**config.mk**
```make
export PLATFORM = sky130hd
export DESIGN_NAME = char_ram_arbiter
export DESIGN_NICKNAME = d
export VERILOG_FILES = /design/src/rtl/char_ram_arbiter.sv
export SDC_FILE = /design/constraint.sdc
export NUM_CORES = 1
export LEC_CHECK = 0
export BUFFER_PORTS_ARGS = -buffer_cell sky130_fd_sc_hd__buf_4
export CORE_MARGIN = 2
export CORE_UTILIZATION = 45
export CTS_CLUSTER_DIAMETER = 150
export DETAILED_ROUTE_END_ITERATION = 16
export GPL_ROUTABILITY_DRIVEN = 0
export HOLD_SLACK_MARGIN = 0.12
export PLACE_DENSITY = 0.74
export SLEW_MARGIN = 30
export SYNTH_ARGS = -nofsm -noshare
export SYNTH_HDL_FRONTEND = slang
export SYNTH_SLANG_ARGS = --single-unit
```
**constraint.sdc**
```tcl
create_clock -name clk -period 5.32 [get_ports clk]
set_input_delay 1.064 -clock clk [delete_from_list [all_inputs] [get_ports clk]]
set_output_delay 1.064 -clock clk [all_outputs]
set_load 0.005 [all_outputs]
```
**src/rtl/char_ram_arbiter.sv**
```systemverilog
// Character RAM port arbiter: video reads always win the single RAM port, while
// character writes wait in a small FIFO and drain on cycles video leaves idle.
module char_ram_arbiter #(
    parameter int ADDR_BITS = 11,
    parameter int DEPTH     = 4,
    parameter int PTR_BITS  = 2
) (
    input  logic                 clk,
    input  logic                 clr_n,
    input  logic [7:0]           wr_char,
    input  logic [ADDR_BITS-1:0] wr_addr,
    input  logic                 wr_en,
    output logic                 wr_ready,
    output logic                 wr_overflow,
    input  logic                 ovf_clr,
    output logic [PTR_BITS:0]    fifo_count,
    input  logic                 vid_req,
    input  logic [ADDR_BITS-1:0] vid_addr,
    output logic [7:0]           vid_data,
    output logic                 vid_valid,
    output logic [ADDR_BITS-1:0] ram_addr,
    output logic [7:0]           ram_din,
    output logic                 ram_we,
    input  logic [7:0]           ram_dout
);

    localparam logic [PTR_BITS:0]   FULL_COUNT = (PTR_BITS + 1)'(DEPTH);
    localparam logic [PTR_BITS:0]   ZERO_COUNT = (PTR_BITS + 1)'(0);
    localparam logic [PTR_BITS:0]   ONE_COUNT  = (PTR_BITS + 1)'(1);
    localparam logic [PTR_BITS-1:0] ONE_PTR    = PTR_BITS'(1);

    logic [7:0]           char_mem_r [DEPTH];
    logic [ADDR_BITS-1:0] addr_mem_r [DEPTH];
    logic [PTR_BITS-1:0]  wr_ptr_r;
    logic [PTR_BITS-1:0]  rd_ptr_r;
    logic [PTR_BITS:0]    count_r;
    logic                 overflow_r;
    logic                 vid_valid_r;

    logic                 wr_ready_s;
    logic                 empty_s;
    logic                 push_s;
    logic                 drop_s;
    logic [ADDR_BITS-1:0] ram_addr_s;
    logic                 ram_we_s;

    // Readiness comes from the registered count only, so a same-cycle pop never frees a slot.
    assign wr_ready_s = (count_r != FULL_COUNT);
    assign empty_s    = (count_r == ZERO_COUNT);

    // Classify the write request as accepted or dropped.
    always_comb begin
        push_s = 1'b0;
        drop_s = 1'b0;
        if (wr_en) begin
            push_s = wr_ready_s;
            drop_s = ~wr_ready_s;
        end else begin
            push_s = 1'b0;
            drop_s = 1'b0;
        end
    end

    // RAM port mux: video has absolute priority, queued writes use idle cycles.
    always_comb begin
        ram_addr_s = vid_addr;
        ram_we_s   = 1'b0;
        if (vid_req) begin
            ram_addr_s = vid_addr;
            ram_we_s   = 1'b0;
        end else if (!empty_s) begin
            ram_addr_s = addr_mem_r[rd_ptr_r];
            ram_we_s   = 1'b1;
        end else begin
            ram_addr_s = vid_addr;
            ram_we_s   = 1'b0;
        end
    end

    // FIFO payload storage; contents are qualified by count_r so no reset is needed.
    always_ff @(posedge clk) begin
        if (push_s) begin
            char_mem_r[wr_ptr_r] <= wr_char;
            addr_mem_r[wr_ptr_r] <= wr_addr;
        end
    end

    // Pointers, occupancy, sticky overflow and the video valid pipeline stage.
    always_ff @(posedge clk or negedge clr_n) begin
        if (!clr_n) begin
            wr_ptr_r    <= {PTR_BITS{1'b0}};
            rd_ptr_r    <= {PTR_BITS{1'b0}};
            count_r     <= ZERO_COUNT;
            overflow_r  <= 1'b0;
            vid_valid_r <= 1'b0;
        end else begin
            if (push_s) begin
                wr_ptr_r <= wr_ptr_r + ONE_PTR;
            end
            if (ram_we_s) begin
                rd_ptr_r <= rd_ptr_r + ONE_PTR;
            end
            case ({push_s, ram_we_s})
                2'b10:   count_r <= count_r + ONE_COUNT;
                2'b01:   count_r <= count_r - ONE_COUNT;
                default: count_r <= count_r;
            endcase
            // A drop on the same edge as a clear must leave the flag set.
            if (drop_s) begin
                overflow_r <= 1'b1;
            end else if (ovf_clr) begin
                overflow_r <= 1'b0;
            end
            vid_valid_r <= vid_req;
        end
    end

    assign wr_ready    = wr_ready_s;
    assign wr_overflow = overflow_r;
    assign fifo_count  = count_r;
    assign vid_valid   = vid_valid_r;
    assign vid_data    = ram_dout;
    assign ram_addr    = ram_addr_s;
    assign ram_din     = char_mem_r[rd_ptr_r];
    assign ram_we      = ram_we_s;

endmodule

```
==> out/results.txt <==
The top cell types in the final layout, fill and taps aside, are 76 x sky130_fd_sc_hd__edfxtp_1, 61 x sky130_fd_sc_hd__buf_4, 17 x sky130_fd_sc_hd__mux4_2. The run gives 0.00499 ns as the worst setup skew after layout. The count of buffers added on input and output ports is 60.

The final worst-path cycle share was 0.663. Layout overhead on the synthesized area: 19.7%. The signal on the critical path passes through buf_4 -> nor2_2 -> mux2_2 -> buf_4.

STA classifies the critical path endpoint as a primary output. Detailed placement finished with a half-perimeter wire length of 3.61 mm. The share of cells above drive strength 1 is 0.476. In the synthesized netlist, the number of instances is 162.

The floorplan step set the die height to 91.6 um. The static leakage came out at 1.54 nW. TritonCTS built the clock tree. The count of unique library cells instantiated by Yosys was 22. The yosys synthesis warning count was 0; the combined area of all synthesized cells was 3460 um2. The headroom to the max-slew limit was 0.360; the total global-route track usage was 0.141. The TritonCTS buffer count was 9; the number of nets still failing antenna checks after routing was 0. The hold buffer count at cts is 0. The run gives 0 as the total inserted antenna cells. The logs give 0 for the final-report hold violation count and 0.35 ns for the source-to-sink clock delay at the later pin of the worst-skew pair. The post-synthesis sequential element count is 85. The DRC violation total after the first TritonRoute iteration was 97; the number of global-route vias before repair was 1692.

The total area inside the core boundary comes to 7330 um2. The transition time at the pin with the least slew margin works out to 0.961 ns. The final layout contains 271 nets.

The first global-routing pass estimated 8.76 mm of wire. The number of antenna violations at the first check in global routing came out at 0. In this run the power density over the cells is 499 nW/um2. The logs give 0.524 ns for the worst hold margin and 4.26 ns for the required time at the worst-slack endpoint.

Timing would allow up to 284 MHz. The run gives 0.294 mV as the worst vdd rail ir drop. Setup repair after global routing left no endpoint under its margin.

The first detailed-routing pass took 4 iterations. The number of pins with negative max-slew slack in the final report was 0. Among the stages of the critical path, the cell type that occurs most often is sky130_fd_sc_hd__buf_4. Summing all multi-input logic gate instances after layout gives 823 um2.

Ranked by total cell area, the synthesized netlist is headed by sky130_fd_sc_hd__edfxtp_1 66%, sky130_fd_sc_hd__mux4_2 11%, sky130_fd_sc_hd__dfrtp_1 6.5%. The most frequent standard cell in the layout excluding fill and tap cells is sky130_fd_sc_hd__edfxtp_1. The run gives 5.58 mm as the aggregate routed wire length. The floorplan has 31 rows. For the maximum clock path buffer count, the log shows 2. I/O pin count: 77.

The sequential share of the synthesized area came out at 0.726. The data arrival time of the critical path is 2.46 ns, and the mean cell area of the mapped netlist is 21.3 um2. After routing, the total negative slack on setup checks comes to 0 ns. On the worst path, the slowest cell contributes a delay of 0.72 ns. The tree built by TritonCTS fans out to 85 sinks. The count of maximum capacitance violations came out at 0. Summing all flip-flop and latch instances after layout gives 2510 um2. Once the clock tree was built, the setup fixing pass inserted 0 buffers. The starting utilization of the core area was 0.471.

The width of the chip is 91.6 um, and the count of final setup violators is 0. The worst setup path is launched from a primary input. Worst hold path class: reg2reg. The remaining routing DRC violations was 0; the post-cts gate resize count was 0.

The floorplan step defined a die boundary enclosing 8400 um2. Summed over all layers, the global routing overflow is 0. The clock tree synthesis step divided the H-tree into 3 levels. The area share of the largest cell type after synthesis works out to 0.660. The flow ran to the end, and the final reports show no timing, DRC or antenna violations. The setup path with the least slack is of type in2out. The clock-pin slew on the worst setup and hold paths was 0.07 ns. Counting the fill cells in the layout gives 574. The final route contains 1593 vias. The largest area contributor in the netlist was sky130_fd_sc_hd__edfxtp_1. In the routed layout, each cell is associated on average with a via count of 4.89. The synthesized net count came out at 211. For the finished layout, the period the worst path requires is 3.52 ns.

Of all nets on the critical path, the largest fanout is 14. Entering global routing, the biggest net connects 21 pins. The tree is rooted in a sky130_fd_sc_hd__clkbuf_8.

The average wire per standard cell came out at 17.1 um. For this design, the slowest cell found on the critical path is sky130_fd_sc_hd__nor2_2.
==> critical path: cells and delay by family <==
kind / cells / cell delay, ns
buf+inv: 2 / 0.25
mux: 1 / 0.42
simple gates: 1 / 0.72
==> final cells by class <==
type / count / area share
Inverter: 8 / 0.00726
Clock inverter: 5 / 0.0124
Clock buffer: 11 / 0.0318
Timing Repair Buffer: 62 / 0.113
Tap cell: 99 / 0.0299
Sequential cell: 85 / 0.606
Multi-Input combinational cell: 56 / 0.199
==> through the flow <==
step                setup WS, ns  cell area [um2]  instances  total power [mW]   util
floorplan                   2.40             3460        162              1.41      -
CTS                         1.78             4140        326              2.10  0.564
detailed placement          1.79             3950        310              1.68  0.539
global placement            1.81             3940        309              1.65  0.537
finish                      1.80             4140        326              2.06  0.564
global route                1.69             4140        326              2.18  0.564
==> power breakdown <==
| group | internal [mW] | total (mW) | switching, mW |
|---|---|---|---|
| clock network | 0.214 | 0.420 | 0.206 |
| logic | 0.392 | 0.663 | 0.270 |
| registers | 0.888 | 0.980 | 0.0923 |
==> final timing paths <==
check,startpoint,endpoint,slack [ns],depth (start not counted)
max,vid_req,ram_addr[10],1.80,4
min,fifo_count[2],fifo_count[2],0.52,1
max reg2reg,fifo_count[0],fifo_count[2],2.81,8
min reg2reg,fifo_count[2],fifo_count[2],0.52,1
max in group asynchronous,clr_n,wr_ptr_r[0],4.65,1
min in group asynchronous,clr_n,wr_overflow,0.53,1
==> flip-flops by register name, indices dropped and copies added, names as in the netlist <==
signal / count
addr_mem_r: 44
char_mem_r: 32
fifo_count: 3
rd_ptr_r: 2
wr_ptr_r: 2
vid_valid: 1
wr_overflow: 1
==> cells by family after synthesis <==
kind of cell / synth area share
flip-flops: 0.726
multiplexers: 0.178
buffers and inverters: 0.0380
AND/OR/NAND/NOR: 0.0181
XOR/XNOR: 0.0152
adder cells (fa/ha/maj): 0.0239
AO/OA/AOI/OAI: 0.00145
==> Yosys cell counts, drive strengths merged <==
| cell | number |
|---|---|
| fa | 1 |
| nor3b | 2 |
| mux2i | 1 |
| mux4 | 19 |
| nand2 | 1 |
| dfrtp | 9 |
| ha | 5 |
| inv | 8 |
| xnor2 | 2 |
| edfxtp | 76 |
| nor2b | 1 |
| nor2 | 2 |
| clkbuf | 2 |
| xor2 | 4 |
| and2 | 4 |
| nor3 | 1 |
| mux2 | 12 |
| buf | 11 |
| o21ai | 1 |
==> routing by layer <==
| metal | share of wire | global-route usage | up-vias | wire, um |
|---|---|---|---|---|
| met5 | 0 | 0 | - | 0 |
| met4 | 0.020 | 0.0505 | 0 | 110 |
| met3 | 0.080 | 0.0567 | 17 | 446 |
| met2 | 0.48 | 0.225 | 61 | 2650 |
| met1 | 0.42 | 0.175 | 771 | 2370 |
| li1 | - | - | 744 | - |
No activity file was read; power rests on OpenSTA's default activity.
